**src/rtl/fft_pkg.sv**
```systemverilog
// Shared constants, complex sample type and bit-reversal helper for the FFT bit-reversal streamer.
// Optional bin index output is enabled with FFT_BIN_IDX_EN (see fft_bitrev_streamer).
package fft_pkg;

    localparam int unsigned POINT_FFT_POW2_DFLT = 4;
    localparam int unsigned FRAC_BITS_DFLT      = 15;
    localparam int unsigned DW_DFLT             = FRAC_BITS_DFLT + POINT_FFT_POW2_DFLT + 1;

    typedef struct packed {
        logic signed [DW_DFLT-1:0] re;
        logic signed [DW_DFLT-1:0] im;
    } cplx_t;

    // Reverses the low w bits of v; bits above w are dropped.
    function automatic int unsigned bitrev(input int unsigned v, input int unsigned w);
        int unsigned r;
        r = 0;
        for (int unsigned i = 0; i < w; i++) begin
            r = r | (((v >> i) & 32'd1) << (w - 1 - i));
        end
        return r;
    endfunction

endpackage

```
**src/rtl/fft_bitrev_streamer_if.sv**
```systemverilog
// Frame-in / bin-out handshake bundle of the FFT bit-reversal streamer.
// bin_idx_o exists only when FFT_BIN_IDX_EN is defined.
interface fft_bitrev_streamer_if
    import fft_pkg::*;
#(
    parameter int unsigned POINT_FFT_POW2 = POINT_FFT_POW2_DFLT,
    parameter int unsigned FRAC_BITS      = FRAC_BITS_DFLT
);
    localparam int unsigned POINT_FFT = 1 << POINT_FFT_POW2;
    localparam int unsigned DW        = FRAC_BITS + POINT_FFT_POW2 + 1;

    logic signed [DW-1:0] frame_i [2][POINT_FFT];
    logic                 frame_valid_i;
    logic                 frame_ready_o;
    logic signed [DW-1:0] bin_re_o;
    logic signed [DW-1:0] bin_im_o;
    logic                 bin_valid_o;
    logic                 bin_ready_i;
    logic                 bin_last_o;
`ifdef FFT_BIN_IDX_EN
    logic [POINT_FFT_POW2-1:0] bin_idx_o;
`endif

    // Streamer side.
    modport slave (
        input  frame_i, frame_valid_i, bin_ready_i,
`ifdef FFT_BIN_IDX_EN
        output bin_idx_o,
`endif
        output frame_ready_o, bin_re_o, bin_im_o, bin_valid_o, bin_last_o
    );

    // Upstream FFT core plus downstream consumer side.
    modport master (
        output frame_i, frame_valid_i, bin_ready_i,
`ifdef FFT_BIN_IDX_EN
        input  bin_idx_o,
`endif
        input  frame_ready_o, bin_re_o, bin_im_o, bin_valid_o, bin_last_o
    );

endinterface

```
**src/rtl/fft_frame_bank.sv**
```systemverilog
// One frame bank: parallel write of a whole complex frame, single indexed combinational read.
// Unaffected by FFT_BIN_IDX_EN.
module fft_frame_bank #(
    parameter int unsigned AW = 4,
    parameter int unsigned DW = 20
) (
    input  logic                 clk_i,
    input  logic                 we_i,
    input  logic signed [DW-1:0] wr_re_i [2**AW],
    input  logic signed [DW-1:0] wr_im_i [2**AW],
    input  logic [AW-1:0]        rd_addr_i,
    output logic signed [DW-1:0] rd_re_o,
    output logic signed [DW-1:0] rd_im_o
);

    logic signed [DW-1:0] mem_re [2**AW];
    logic signed [DW-1:0] mem_im [2**AW];

    // Contents need no reset: the owner's full flag gates every read.
    always_ff @(posedge clk_i) begin
        if (we_i) begin
            mem_re <= wr_re_i;
            mem_im <= wr_im_i;
        end
    end

    always_comb begin
        rd_re_o = mem_re[rd_addr_i];
        rd_im_o = mem_im[rd_addr_i];
    end

endmodule

```
**src/rtl/fft_bitrev_streamer.sv**
```systemverilog
// Ping-pong buffer that captures bit-reversed FFT frames and streams bins out in natural order.
// Define FFT_BIN_IDX_EN to add the bin_idx_o output.
module fft_bitrev_streamer
    import fft_pkg::*;
#(
    parameter int unsigned POINT_FFT_POW2 = POINT_FFT_POW2_DFLT,
    parameter int unsigned FRAC_BITS      = FRAC_BITS_DFLT
) (
    input  logic                  clk_i,
    input  logic                  rst_ni,
    fft_bitrev_streamer_if.slave  bus
);

    localparam int unsigned POINT_FFT = 1 << POINT_FFT_POW2;
    localparam int unsigned DW        = FRAC_BITS + POINT_FFT_POW2 + 1;

    logic [1:0]                full;
    logic                      wr_sel;
    logic                      rd_sel;
    logic [POINT_FFT_POW2-1:0] rd_cnt;
    logic [POINT_FFT_POW2-1:0] rd_addr;
    logic                      cap;
    logic                      out_valid;
    logic                      at_last;
    logic                      beat;
    logic signed [DW-1:0]      bank_re [2];
    logic signed [DW-1:0]      bank_im [2];

    always_comb begin
        cap       = bus.frame_valid_i && !full[wr_sel];
        out_valid = full[rd_sel];
        at_last   = (rd_cnt == POINT_FFT_POW2'(POINT_FFT - 1));
        beat      = out_valid && bus.bin_ready_i;
        rd_addr   = POINT_FFT_POW2'(bitrev(32'(rd_cnt), POINT_FFT_POW2));
    end

    for (genvar b = 0; b < 2; b++) begin : g_bank
        fft_frame_bank #(
            .AW (POINT_FFT_POW2),
            .DW (DW)
        ) u_bank (
            .clk_i     (clk_i),
            .we_i      (cap && (wr_sel == 1'(b))),
            .wr_re_i   (bus.frame_i[0]),
            .wr_im_i   (bus.frame_i[1]),
            .rd_addr_i (rd_addr),
            .rd_re_o   (bank_re[b]),
            .rd_im_o   (bank_im[b])
        );
    end

    // A capture and a final-beat release never target the same bank: capture needs
    // full[wr_sel]=0 while a beat needs full[rd_sel]=1.
    always_ff @(posedge clk_i or negedge rst_ni) begin
        if (!rst_ni) begin
            full   <= '0;
            wr_sel <= 1'b0;
            rd_sel <= 1'b0;
            rd_cnt <= '0;
        end else begin
            if (cap) begin
                full[wr_sel] <= 1'b1;
                wr_sel       <= !wr_sel;
            end
            if (beat) begin
                if (at_last) begin
                    rd_cnt       <= '0;
                    full[rd_sel] <= 1'b0;
                    rd_sel       <= !rd_sel;
                end else begin
                    rd_cnt <= rd_cnt + 1'b1;
                end
            end
        end
    end

    always_comb begin
        bus.frame_ready_o = !full[wr_sel];
        bus.bin_valid_o   = out_valid;
        bus.bin_re_o      = out_valid ? bank_re[rd_sel] : '0;
        bus.bin_im_o      = out_valid ? bank_im[rd_sel] : '0;
        bus.bin_last_o    = out_valid && at_last;
`ifdef FFT_BIN_IDX_EN
        bus.bin_idx_o     = out_valid ? rd_cnt : '0;
`endif
    end

endmodule

```
**src/flat_wrapper.sv**
```systemverilog
// flat-port wrapper written by rule: the top's interface ports become plain ports
module fft_bitrev_streamer_flat import fft_pkg::*;
#(
    parameter int unsigned POINT_FFT_POW2 = POINT_FFT_POW2_DFLT,
    parameter int unsigned FRAC_BITS      = FRAC_BITS_DFLT
)
  (clk_i, rst_ni, bus_frame_i, bus_frame_valid_i, bus_bin_ready_i, bus_frame_ready_o, bus_bin_re_o, bus_bin_im_o, bus_bin_valid_o, bus_bin_last_o);
  fft_bitrev_streamer_if #(.POINT_FFT_POW2(POINT_FFT_POW2), .FRAC_BITS(FRAC_BITS)) bus_i ();
  input  logic clk_i;
  input  logic rst_ni;
  input wire logic [$bits(bus_i.frame_i)-1:0] bus_frame_i;
  input wire logic [$bits(bus_i.frame_valid_i)-1:0] bus_frame_valid_i;
  input wire logic [$bits(bus_i.bin_ready_i)-1:0] bus_bin_ready_i;
  output wire logic [$bits(bus_i.frame_ready_o)-1:0] bus_frame_ready_o;
  output wire logic [$bits(bus_i.bin_re_o)-1:0] bus_bin_re_o;
  output wire logic [$bits(bus_i.bin_im_o)-1:0] bus_bin_im_o;
  output wire logic [$bits(bus_i.bin_valid_o)-1:0] bus_bin_valid_o;
  output wire logic [$bits(bus_i.bin_last_o)-1:0] bus_bin_last_o;
  assign bus_i.frame_i = {>>{bus_frame_i}};
  assign bus_i.frame_valid_i = bus_frame_valid_i;
  assign bus_i.bin_ready_i = bus_bin_ready_i;
  assign bus_frame_ready_o = bus_i.frame_ready_o;
  assign bus_bin_re_o = bus_i.bin_re_o;
  assign bus_bin_im_o = bus_i.bin_im_o;
  assign bus_bin_valid_o = bus_i.bin_valid_o;
  assign bus_bin_last_o = bus_i.bin_last_o;
  fft_bitrev_streamer #(.POINT_FFT_POW2(POINT_FFT_POW2), .FRAC_BITS(FRAC_BITS)) u_core (.clk_i(clk_i), .rst_ni(rst_ni), .bus(bus_i));
endmodule
```
**config.mk**
```make
export PLATFORM = sky130hd
export DESIGN_NAME = fft_bitrev_streamer_flat
export DESIGN_NICKNAME = d
export VERILOG_FILES = /design/src/rtl/fft_pkg.sv /design/src/rtl/fft_bitrev_streamer_if.sv /design/src/rtl/fft_frame_bank.sv /design/src/rtl/fft_bitrev_streamer.sv /design/src/flat_wrapper.sv
export SDC_FILE = /design/constraint.sdc
export NUM_CORES = 1
export LEC_CHECK = 0
export CAP_MARGIN = 20
export CORE_MARGIN = 2
export CORE_UTILIZATION = 39
export CTS_CLUSTER_DIAMETER = 200
export DETAILED_ROUTE_END_ITERATION = 8
export PLACE_DENSITY = 0.7
export RECOVER_POWER = 25
export SYNTH_ARGS = -nofsm -noshare
export SYNTH_HDL_FRONTEND = slang
export SYNTH_HIERARCHICAL = 1
export SYNTH_SLANG_ARGS = --single-unit
```
**constraint.sdc**
```tcl
create_clock -name clk_i -period 59.5 [get_ports clk_i]
set_input_delay 5.95 -clock clk_i [delete_from_list [all_inputs] [get_ports clk_i]]
set_output_delay 5.95 -clock clk_i [all_outputs]
set_load 0.01 [all_outputs]
```
# After elaboration in Yosys (flattened, before gate mapping)
# Cells that the tools add are included.
# totals
reg_bits	1288
out_inout_bits	43
wordCells	128
# op_classes
addsub	1
magnitude_cmp	6
n_eq_ne	1
n_mux	32
n_bitwise	9
n_reduce_logical	11
# op_table
op	n
20-bit binary-select mux with 4-bit select	4
20-bit two-way mux	16
1-bit logical AND	7
1-bit two-way mux	6
2-bit two-way mux	3
5-bit >= comparator (second input constant)	1
4-bit inverter with 5-bit output	1
4-bit by 1-bit adder with 4-bit output (second input constant)	1
4-bit == test (second input constant)	1
1-bit by 2-bit < comparator with 1-bit output (second input constant)	2
4-bit two-way mux	1
4-bit by 1-bit OR with 4-bit output	1
4-bit by 2-bit OR with 4-bit output	1
4-bit by 3-bit OR with 4-bit output	1
1-bit zero test	3
2-bit AND	1
1-bit demux with 1-bit select	2
1-bit >= comparator (second input constant)	2
2-bit >= comparator (second input constant)	1
1-bit inverter with 2-bit output	1
2-bit inverter	1
2-bit OR	1
2-bit AND reduction	1
1-bit inverter	1

# Logic depth before layout (Yosys ltp)
# logic_depth
word_depth	11
ltp_mapped	8
ltp_nobuf	5

# Modules after synthesis
# Netlist, hierarchy kept.
# modules_own_cells
mod	instances	cells_per_inst	area_each_um2	seq_area_each_um2
fft_frame_bank	2	977	24219.5	19218.4
fft_bitrev_streamer	1	123	999.7	200.2

# Worst setup path after synthesis
# OpenSTA, ideal clock, no wires.
# synth_path
path_type	input to register
from	in bus_frame_valid_i
to	reg u_core.full[0]
setup_time_ns	0.200
arrival_time_ns	54.753
slack_ns	4.547
path_stages	2
n_path_buf	0
cell_sequence	nor3b_1 o22a_1
# synth_between
elab_chain_cells	5
# synth_lines
element	line_no	rtl
from (decl)	flat_wrapper.sv:12	input wire logic [$bits(bus_i.frame_valid_i)-1:0] bus_frame_valid_i;
1-bit logical AND (*)	fft_bitrev_streamer.sv:30	cap = bus.frame_valid_i && !full[wr_sel];
2-bit two-way mux (*)	fft_bitrev_streamer.sv:61	if (cap) begin
2-bit AND (no line)	--	
2-bit two-way mux	fft_bitrev_streamer.sv:66	if (at_last) begin
2-bit two-way mux (*)	fft_bitrev_streamer.sv:65	if (beat) begin
to (signal assigned)	fft_bitrev_streamer.sv:56	full <= '0;
to (signal, indexed assignment)	fft_bitrev_streamer.sv:62	full[wr_sel] <= 1'b1;
to (signal, indexed assignment)	fft_bitrev_streamer.sv:68	full[rd_sel] <= 1'b0;
to (decl)	fft_bitrev_streamer.sv:17	logic [1:0] full;
# Mark *: on every way between the ends. The rest lies on a longest branch, timed or not.
# A chain may end at the register's enable or synchronous reset.

==> metrics.md <==
| Metric | Value |
|---|---|
| Crit path capture type | output pin |
| Core ar. | about 130000 um2 |
| Max cap viols | 0 |
| Chip Width | roughly 360 um |
| Final Wtd Congestion | approximately 0.80 |
| Via count | 25100 |
| Hold Path Cell Cnt | 2 |
| DIE AREA | 130000 um2 |
| Status | finished clean |
| GRT Total Usage | 0.195 |
| WS Path Type | flop to output pin |
| Initial antenna violation count | 81 |
| Final setup violation count | 0 |
| Number of buffers created by CTS | 135 |
| Rows | 130 |
| Mapped Area | 49400 um2 |
| Xor/xnor share of the synthesized area | 0.000354 |
| CP Max Fanout | 53 |
| Worst reg2reg setup slack | 54740 ps |
| Hold Fails Final Rpt | 0 |
| # hold bufs at CTS | 0 |
| FFs w/ async S/R, synth | 0.00621 |
| Iter 0 DRT Violations | 2725 |
| Post-synth EDFFs | 1280 |
| Hold endpoint | u_core/wr_sel |
| Fin Setup TNS | 0 ps |
| Routed wire per std cell | 27.9 um |
| Seq/Total Area, Yosys | 0.782 |
| Share of cells above drive strength 1 | 0.151 |
| Setup bufs post-CTS | 0 |
| Skew final | approximately 19 ps |
| Yosys cell types | 31 |
| FILL cells | about 10000 |
| Post-Synth Simple-Gate Area | 0.0111 |
| Critical R2R Capture | u_core/g_bank[1].u_bank/mem_im[238] |
| Setup WS post-layout | 47830 ps |
| CP required | 53550 ps |
| Clock slew at reported path FFs | roughly 50 ps |
| Initial Util | 0.393 |
| DRC viols | 0 |
| Number of I/O port buffers | 686 |
| Post-route antenna net violation count | 0 |
| Post-cts repair resize count | 0 |
| DR pass1 iterations | 5 |
| YS warnings | 6 |
| Mapped Avg Cell Area | 23.8 um2 |
| Area grow syn2layout | 26.2% |
| Hold Path Class | flop to flop |
| RSZ-0062 raised after global routing | no |
| CTS sink cnt | between 1000 and 1500 |
| Area share of the largest cell type after synthesis | 0.777 |
| Crit path time final | 11670 ps |
| Largest family of logic cells by synthesized area | multiplexers |
| Place WS | 47930 ps |
| Top_reg_cell synth | edfxtp_1 |
| Synthesized flop and latch total | 1288 |
| FF-to-FF path depth | 7 |
| Post-synthesis adder-cell area fraction | 0.000253 |
| Relative slew slack | 0.217 |
| Cell taking the most area after synthesis | edfxtp_1 |
| Largest net degree at the start of global routing | 168 |
| H-tree depth | 4 |
| Vias in the first global route | 26300 |
| CP arrival | 5720 ps |
| Pwr/cell area | approximately 43 nW/um2 |
| Worst setup SP type | flop |
| Drt total wl | around 130 mm |
| Post-detailed-placement half-perimeter wirelength | 85.8 mm |
| Max-slew violations | 0 |
| Post-Synthesis Cells | 2077 |
| Leakage | between 20 and 25 nW |
| Main area contributors after synthesis | edfxtp_1 (78%), mux4_2 (9.1%), mux4_1 (6.4%) |
| Global-route wire length before repair | roughly 180 mm |
| Max clock buf depth | 3 |
| Least-Margin Pin Slew | approximately 1200 ps |
| Highest clock rate | 85.7 MHz |
| Synth Area in Compound Gates | 0.0253 |
| Pwr Total | 0.00270 W |
| Post-synthesis mux area share | 0.164 |
| Final period util | 0.196 |
| IO Count | ~700 |
| Die H | 360 um |
| Grt ovf | 0 |
| Reg2Reg Launch Point | u_core/wr_sel |
| HP Start | u_core/wr_sel |
| Worst-skew pair later-pin latency | 780 ps |
| Fin nets | 3472 |
| DR vias/cell | 5.42 |
| Clk root buf | clkbuf_16 |
| Peak supply drop | around 35 uV |
| CTS tree | done |
| Post-synth net total | 2722 |
==> per-stage QoR <==
stage,hold slack [ps],std cells,utilization,instance area [um2]
after floorplan,482,2077,-,49400
after global placement,603,4336,0.461,57900
after detailed placement,616,4336,0.461,57900
after CTS,628,4579,0.494,62200
after global routing,658,4613,0.496,62400
final,627,4625,0.496,62400
==> routing by layer <==
metal / track usage / vias to the layer above / share of wire
met2: 0.328 / 1150 / 0.51
met5: 0 / - / 0.0023
met4: 0.0701 / 52 / 0.027
met1: 0.239 / 13000 / 0.39
met3: 0.0593 / 277 / 0.079
li1: - / 10600 / -
==> cell type report <==
type	instances	area (um2)	share of cell area
diodes	42	105	0.00168
inverters	2	7.51	0.000120
clock buffers	171	3580	0.0573
clock inverters	72	679	0.0109
multi-input cells	672	10000	0.160
well taps	1650	2060	0.0331
repair buffers	728	7290	0.117
flip-flops and latches	1288	38600	0.620
==> cells in the final DEF (no fill, tap or decap), types with 4 or more instances in the layout <==
master	count
mux4_2	200
buf_12	4
mux2i_1	41
clkinv_1	29
nand2_1	81
bufinv_16	7
nor2b_4	4
clkinv_4	4
a22oi_1	160
diode_2	42
dfrtp_1	5
clkbuf_1	32
nor2_1	41
inv_6	7
mux4_1	120
clkbuf_16	137
clkdlybuf4s50_1	353
clkinv_8	5
edfxtp_1	1280
clkinv_2	14
buf_4	35
dlygate4sd3_1	333
==> critical path, stage by stage, from the launching register on <==
cell	delay (ps)
dfrtp_4	670
buf_4	720
buf_4	770
buf_4	850
mux4_1	640
a22oi_1	270
nand2_1	100
mux2i_1	140
nor2_1	60
clkdlybuf4s50_1	580
==> logic make-up (layout without fill, tap and decap cells) <==
group,Yosys count,in the layout
buffers and inverters,117,973
AOI/OAI and AO/OA,167,167
DFF,1288,1288
muxes,364,364
xor gates and xnor gates,2,2
other,0,42
and+or+nand+nor,138,138
adders and majority gates,1,1
==> registers in the layout, summed over array words and instances (netlist names) <==
signal                       count
u_core/g_bank.u_bank/mem_im    640
u_core/rd_sel                    1
u_core/wr_sel                    1
u_core/full                      2
u_core/g_bank.u_bank/mem_re    640
u_core/rd_cnt                    4
==> worst max-delay path by stage <==
| stage | from | endpoint | slack [ps] | depth (start not counted) |
|---|---|---|---|---|
| floorplan | bus_frame_valid_i | u_core/full[0] | 4550 | 2 |
| global route | u_core/rd_cnt[3] | bus_bin_im_o[7] | 47340 | 9 |
| global placement | u_core/rd_cnt[3] | bus_bin_im_o[13] | 47980 | 9 |
| finish | u_core/rd_cnt[3] | bus_bin_im_o[13] | 47830 | 9 |
| detailed placement | u_core/rd_cnt[3] | bus_bin_im_o[13] | 47930 | 9 |
| CTS | u_core/rd_cnt[3] | bus_bin_im_o[13] | 47060 | 9 |
==> cells in the mapped netlist (2+ instances only) <==
| library cell | n |
|---|---|
| edfxtp_1 | 1280 |
| mux4_2 | 200 |
| a22oi_1 | 160 |
| mux4_1 | 120 |
| nand2_1 | 81 |
| clkbuf_1 | 56 |
| nor2_1 | 44 |
| mux2i_1 | 41 |
| buf_2 | 30 |
| buf_12 | 22 |
| dfrtp_1 | 8 |
| buf_1 | 4 |
| nor2b_1 | 4 |
| a31oi_1 | 3 |
| and2_1 | 3 |
| and3_1 | 2 |
| buf_6 | 2 |
| mux2_4 | 2 |
| nand3_1 | 2 |
| xnor2_1 | 2 |
==> report_power, final <==
group	switching [W]	total, W	internal, W
Sequential	0.0000308	0.00109	0.00106
Combinational	0.000434	0.000800	0.000366
Clock	0.000348	0.000808	0.000460
Total	0.000813	0.00270	0.00188
Power figures use the tool's default switching activity.
